`config.mk`:
```
export PLATFORM = sky130hd
export DESIGN_NAME = bpu_bht
export DESIGN_NICKNAME = d
export VERILOG_FILES = /design/src/rtl/bpu_bht.sv
export SDC_FILE = /design/constraint.sdc
export NUM_CORES = 1
export LEC_CHECK = 0
export BUFFER_PORTS_ARGS = -buffer_cell sky130_fd_sc_hd__buf_2
export CORE_MARGIN = 1
export CORE_UTILIZATION = 59
export DETAILED_ROUTE_END_ITERATION = 10
export PLACE_DENSITY_LB_ADDON = 0.1
export RECOVER_POWER = 100
export REMOVE_ABC_BUFFERS = 1
export SYNTH_ARGS = -nofsm -noshare
export SYNTH_HDL_FRONTEND = slang
export SYNTH_SLANG_ARGS = --single-unit
```
`constraint.sdc`:
```
create_clock -name clk -period 3.15 [get_ports clk]
set_input_delay 0.315 -clock clk [delete_from_list [all_inputs] [get_ports clk]]
set_output_delay 0.315 -clock clk [all_outputs]
set_load 0.1 [all_outputs]
```
`src/rtl/bpu_bht.sv`:
```
// Branch history table: 2-bit saturating counters indexed by fetch PC, trained by fix-unit strobes.
// Optional gshare indexing (global history XOR PC bits) when ZCRV_BPU_GSHARE_EN is defined.
`ifndef ZCRV_ADDR_SIZE
  `define ZCRV_ADDR_SIZE 32
`endif

module bpu_bht #(
  parameter int         BHT_IDX_W = 6,
  parameter logic [1:0] CNT_RST   = 2'b01,
  parameter int         ADDR_W    = `ZCRV_ADDR_SIZE
) (
  input  logic                clk,
  input  logic                rst_n,
  input  logic [ADDR_W-1:0]   pc_from_ifu,
  input  logic                op_bxx_from_ifu,
  input  logic signed [12:0]  bxx_imm_from_ifu,
  output logic                bxx_pre_hit_to_ifu,
  output logic [ADDR_W-1:0]   pre_jump_dest_to_ifu,
  input  logic                bxxjump_success_from_fix,
  input  logic                bxxjump_fail_from_fix,
  input  logic [ADDR_W-1:0]   fix_pc_from_fix
);

  localparam int DEPTH = 2 ** BHT_IDX_W;

  function automatic logic [1:0] sat_inc(input logic [1:0] c);
    return (c == 2'b11) ? 2'b11 : c + 2'b01;
  endfunction

  function automatic logic [1:0] sat_dec(input logic [1:0] c);
    return (c == 2'b00) ? 2'b00 : c - 2'b01;
  endfunction

  logic [1:0]               r_cnt [DEPTH];
  logic [BHT_IDX_W-1:0]     w_ridx;
  logic [BHT_IDX_W-1:0]     w_widx;
  logic                     w_upd;
  logic [1:0]               w_cnt_nxt;
  logic signed [ADDR_W-1:0] w_imm_sext;
  logic [ADDR_W-1:0]        w_target;
  logic                     w_unused;

  // Both strobes together is illegal from the fix unit and is treated as no update.
  assign w_upd = bxxjump_success_from_fix ^ bxxjump_fail_from_fix;

`ifdef ZCRV_BPU_GSHARE_EN
  logic [BHT_IDX_W-1:0] r_ghr;

  assign w_ridx = pc_from_ifu[BHT_IDX_W+1:2] ^ r_ghr;
  assign w_widx = fix_pc_from_fix[BHT_IDX_W+1:2] ^ r_ghr;

  always_ff @(posedge clk or negedge rst_n) begin
    if (!rst_n) begin
      r_ghr <= '0;
    end else if (w_upd) begin
      r_ghr <= {r_ghr[BHT_IDX_W-2:0], bxxjump_success_from_fix};
    end
  end
`else
  assign w_ridx = pc_from_ifu[BHT_IDX_W+1:2];
  assign w_widx = fix_pc_from_fix[BHT_IDX_W+1:2];
`endif

  assign w_cnt_nxt = bxxjump_success_from_fix ? sat_inc(r_cnt[w_widx])
                                              : sat_dec(r_cnt[w_widx]);

  always_ff @(posedge clk or negedge rst_n) begin
    if (!rst_n) begin
      for (int i = 0; i < DEPTH; i++) begin
        r_cnt[i] <= CNT_RST;
      end
    end else if (w_upd) begin
      r_cnt[w_widx] <= w_cnt_nxt;
    end
  end

  // Lookup reads the stored counter directly, so a same-cycle update is not bypassed.
  assign w_imm_sext           = ADDR_W'(bxx_imm_from_ifu);
  assign w_target             = pc_from_ifu + $unsigned(w_imm_sext);
  assign bxx_pre_hit_to_ifu   = op_bxx_from_ifu & r_cnt[w_ridx][1];
  assign pre_jump_dest_to_ifu = bxx_pre_hit_to_ifu ? w_target : '0;

  assign w_unused = ^{fix_pc_from_fix[ADDR_W-1:BHT_IDX_W+2], fix_pc_from_fix[1:0]};

endmodule

```
# Word-level counts from Yosys, hierarchy flattened
# Index checks and enable logic that the tools add are counted.
# totals
register_bits	128
output_inout_bits	33
elab_cells	90
# op_classes
n_addsub	3
order_cmp	3
eq_ne	1
muxes	13
bitwise_logic	4
n_reduce_logical	2
# ops
cell	count
bitwise mux 128 bit	1
adder 32 bit	1
two-way mux 32 bit	1
binary-select mux 2 bit (select 6 bit)	2
two-way mux 2 bit	8
>= comparator 7 bit, second input constant	2
inverter 6 -> 7 bit	2
demux 2 bit (select 6 bit)	1
< comparator 7 x 1 -> 1 bit, second input constant	1
adder 2 x 1 -> 2 bit, second input constant	1
equality test 2 bit, second input constant	1
zero test 2 bit	1
subtractor 2 x 1 -> 2 bit, second input constant	1
AND 1 bit	1
logical AND 1 bit	1
bitwise XOR 1 bit	1

# Depth between registers and ports, before layout
# logic_depth
depth_word	8
ltp_mapped	12
ltp_nobuf	11

# Worst setup path before layout
# Ideal clock, no wire load.
# synth_path
kind	input-to-output
start	input port pc_from_ifu[0]
end	output port pre_jump_dest_to_ifu[22]
arrival_time_ns	6.726
required_ns	2.835
setup_slack_ns	-3.891
cell_stages	11
cell_sequence	ha_1 > inv_1 > fa_1 > nor2b_1 > o21ai_0 > a21oi_1 > o211a_1 > a21oi_1 > o21ai_0 > nor2_1 > a2111oi_0
# synth_via
elab_chain_len	2
# synth_lines
item	line	text
from (decl)	14	input logic [ADDR_W-1:0] pc_from_ifu,
adder 32 bit	79	assign w_target = pc_from_ifu + $unsigned(w_imm_sext);
two-way mux 32 bit	81	assign pre_jump_dest_to_ifu = bxx_pre_hit_to_ifu ? w_target : '0;
to (decl)	18	output logic [ADDR_W-1:0] pre_jump_dest_to_ifu,
# No other way between the ends.

# Final worst setup path
# layout_path
start	register r_cnt[83] (netlist bit)
end	output port pre_jump_dest_to_ifu[30]
# layout_via
elab_chain_len	5
# layout_lines
item	line	text
from (decl)	34	logic [1:0] r_cnt [DEPTH];
from (signal, indexed assignment)	73	r_cnt[w_widx] <= w_cnt_nxt;
binary-select mux 2 bit (select 6 bit)	80	assign bxx_pre_hit_to_ifu = op_bxx_from_ifu & r_cnt[w_ridx][1];
two-way mux 2 bit (not written as such) (2 in series)	80	
AND 1 bit	80	
two-way mux 32 bit	81	
# No other way between the ends. The select of a mux whose other input is x is not followed.

==> summary.md <==
| Metric | Value |
|---|---|
| Drt wl/cell | `20.3 um` |
| DR iter-0 viols | `568` |
| Slowest cell on the critical path | `mux4_2` |
| Max stage delay on crit path | `between 400 and 500 ps` |
| Status | `finished with violations` |
| Area grow syn2layout | `24.5%` |
| Mapped Cells | `a little under 900` |
| Final Hold Viols | `0` |
| Crit path DAT | `2940 ps` |
| Worst-Margin Slew | `approximately 1400 ps` |
| Dpl cell area | `a little under 10000 um^2` |
| DR DRC count | `0` |
| # fillers | `929` |
| Crit Path Max Fanout | `7` |
| Row count | `43` |
| Layout cells sized above 1 | `between 30 and 40%` |
| Worst setup SP type | `flip-flop` |
| Final HPWL DP | `17600 um` |
| Failing checks | `negative setup slack` |
| Die area | `~15000 um^2` |
| Unique masters post-synth | `between 60 and 70` |
| Max FFs per register | `roughly 130` |
| Clock Skews | `around 9.3 ps` |
| Final WL | `between 20000 and 25000 um` |
| Cell area power density | `~540 nW/um^2` |
| Latest clock arrival within the worst-skew pair | `roughly 420 ps` |
| N_diodes | `0` |
| Synth warn | `0` |
| LEAKAGE | `4.71 nW` |
| Setup WS post-layout | `-102 ps` |
| Hold Crit Class | `input pin to flip-flop` |
| Relative slew slack | `under 10%` |
| Routability Congestion | `0.907` |
| # setup viols final | `4` |
| FMAX | `~0.31 GHz` |
| I/O Buffers | `88` |
| Synth top area cells | `dfstp_2 (20%), dfrtp_1 (19%), mux2_2 (10%), mux4_2 (7.8%), nand2_1 (6.4%)` |
| Top_reg_cell synth | `dfstp_2` |
| CTS root buf | `clkbuf_16` |
| Worst EP required | `between 2000 and 3000 ps` |
| Clock tree sinks | `approximately 130` |
| Clock slew at reported path FFs | `around 60 ps` |
| Vias | `slightly below 8000` |
| Final min period | `around 3300 ps` |
| Top-Level Pins | `between 100 and 150` |
| Maxcap violations | `0` |
| Pins Over Slew Limit | `0` |
| Setup WS pre-CTS | `-185 ps` |
| VDD IR max | `0.000443 V` |
| Drt via density | `between 6 and 7` |
| CP Cell Sequence | `mux4_2 -> mux4_2 -> mux2i_1 -> nor3b_1 -> a31oi_2 -> buf_6 -> buf_12 -> nor2_1 -> mux2_4 -> buf_12` |
| Synthesized area per cell | `between 9 and 10 um^2` |
| Post-route cell area | `about 11000 um^2` |
| Share of the core filled with cells | `76.4%` |
| First-pass GRT wire length | `38900 um` |
| GRT overflow | `0` |
| Asr flop ratio synth | `100%` |
| Clock tree from TritonCTS | `yes` |
| Yosys reg bits | `128` |
| CP Capture Type | `output port` |
| Overall Global Routing Usage | `approximately a third` |
| Pin count of the biggest net entering global routing | `70` |
| Biggest regs | `r_cnt x128` |
| RSZ-0062 raised after global routing | `true` |
| H-Tree Depth | `4` |
| Critical Setup Path Class | `flip-flop to output port` |
| Nets | `between 1000 and 1500` |
| Starting Density | `around three fifths` |
| CORE AREA | `14000 um^2` |
| Number of synthesized flops with an enable pin | `0` |
| Synth area leader | `dfstp_2` |
| Post-route ant nets | `0` |
| Detailed Routing Iterations Pass 1 | `6` |
| CTS Buffer Depth | `2` |
| Die H | `between 100 and 150 um` |
| Vias in the first global route | `roughly 7900` |
| Initial antenna violation count | `0` |
| WHS | `407 ps` |
| Fin crit share | `103%` |
| Cell area after synthesis | `between 8000 and 9000 um^2` |
| CTS Buf Count | `17` |
| Post-synthesis sequential area ratio | `between 30% and 40%` |
| Die Width | `123 um` |
| Largest Register | `r_cnt` |
| Synth top area share | `around 20%` |
[layout make-up]
class / instances / area, um^2 / share of cell area [%]
clock buffers: 20 / 447 / 4.16
clock inverters: 12 / 159 / 1.48
inverters: 18 / 67.6 / 0.630
multi-input cells: 686 / 5110 / 47.7
flip-flops and latches: 128 / 3280 / 30.6
well taps: 180 / 225 / 2.10
repair buffers: 172 / 1430 / 13.3
[stage by stage]
step / std cells / TNS, ps / power, mW
after floorplan: 832 / -17570 / 3.11
after global placement: 1172 / -342 / 3.61
after detailed placement: 1172 / -1050 / 3.68
after CTS: 1211 / -273 / 5.73
after global routing: 1216 / -1180 / 5.98
final: 1216 / -266 / 5.75
[cells by family (layout without fill, tap and decap cells)]
kind of cell	count (synthesis)	after routing	synth area share [%]
AOI/OAI and AO/OA	226	226	16.6
xor gates and xnor gates	19	19	1.93
adders and majority gates	33	33	4.89
buffers and inverters	66	222	4.01
DFF	128	128	38.1
muxes	124	124	19.9
and+or+nand+nor	284	284	14.6
[synthesized netlist by cell type, drive strengths merged (19+ instances only)]
master	n
nand2	146
o21ai	79
mux2	77
dfrtp	64
dfstp	64
nor2	61
a21oi	49
ha	31
mux4	30
buf	26
clkbuf	22
a21o	19
[placed cells by master, fill, tap and decap left out, types with 10 or more instances in the layout]
master / Yosys / routed
nand2_1: 146 / 146
o21ai_0: 53 / 65
dfstp_2: 64 / 64
ha_1: 31 / 28
xor2_1: 10 / 10
mux2i_1: 17 / 17
nor2_1: 61 / 60
o21ai_1: 26 / 13
dfrtp_1: 64 / 64
buf_4: 3 / 75
buf_12: 0 / 16
a21o_1: 19 / 19
buf_6: 9 / 18
nor3_1: 15 / 15
mux4_2: 30 / 30
a21oi_1: 48 / 43
buf_2: 10 / 52
clkbuf_16: 0 / 17
inv_1: 17 / 17
nand3_1: 11 / 11
mux2_2: 77 / 74
a221oi_1: 16 / 16
[critical path, delay by kind of cell (launching register included)]
kind | cells | cell delay, ps
muxes | 4 | 1380
buffers and inverters | 3 | 460
DFF | 1 | 400
AOI/OAI and AO/OA | 1 | 150
and+or+nand+nor | 2 | 120
[per-layer routing]
metal / wire [um] / up-vias / GRT usage, %
li1: - / 3517 / -
met1: 9650 / 3793 / 42.1
met2: 12400 / 391 / 58.3
met3: 1920 / 71 / 6.78
met4: 652 / 0 / 14.4
met5: 0 / - / 0
[final timing paths]
path	startpoint	end	slack, ps	cells after the start
setup / recovery	r_cnt[83]	pre_jump_dest_to_ifu[30]	-100	10
hold / removal	fix_pc_from_fix[7]	r_cnt[31]	410	4
setup reg to reg	r_cnt[32]	r_cnt[99]	400	10
hold reg to reg	r_cnt[53]	r_cnt[53]	510	2
max in group asynchronous	rst_n	r_cnt[85]	680	3
min in group asynchronous	rst_n	r_cnt[39]	770	2
[power by group]
part	switching, mW	internal, mW	total [mW]
registers	0.176	1.97	2.15
logic	0.909	0.686	1.60
clock network	0.733	1.27	2.00
[timing repair]
action                                  4_1_cts  5_1_grt
endpoints found under the hold margin        28        0
gates resized for setup                      31       56
hold buffers                                  1        0
buffers inserted                              6        5
pin swaps                                     4       13
endpoints found under the setup margin       31       31
Note: power is estimated with default switching activity, not from simulation.
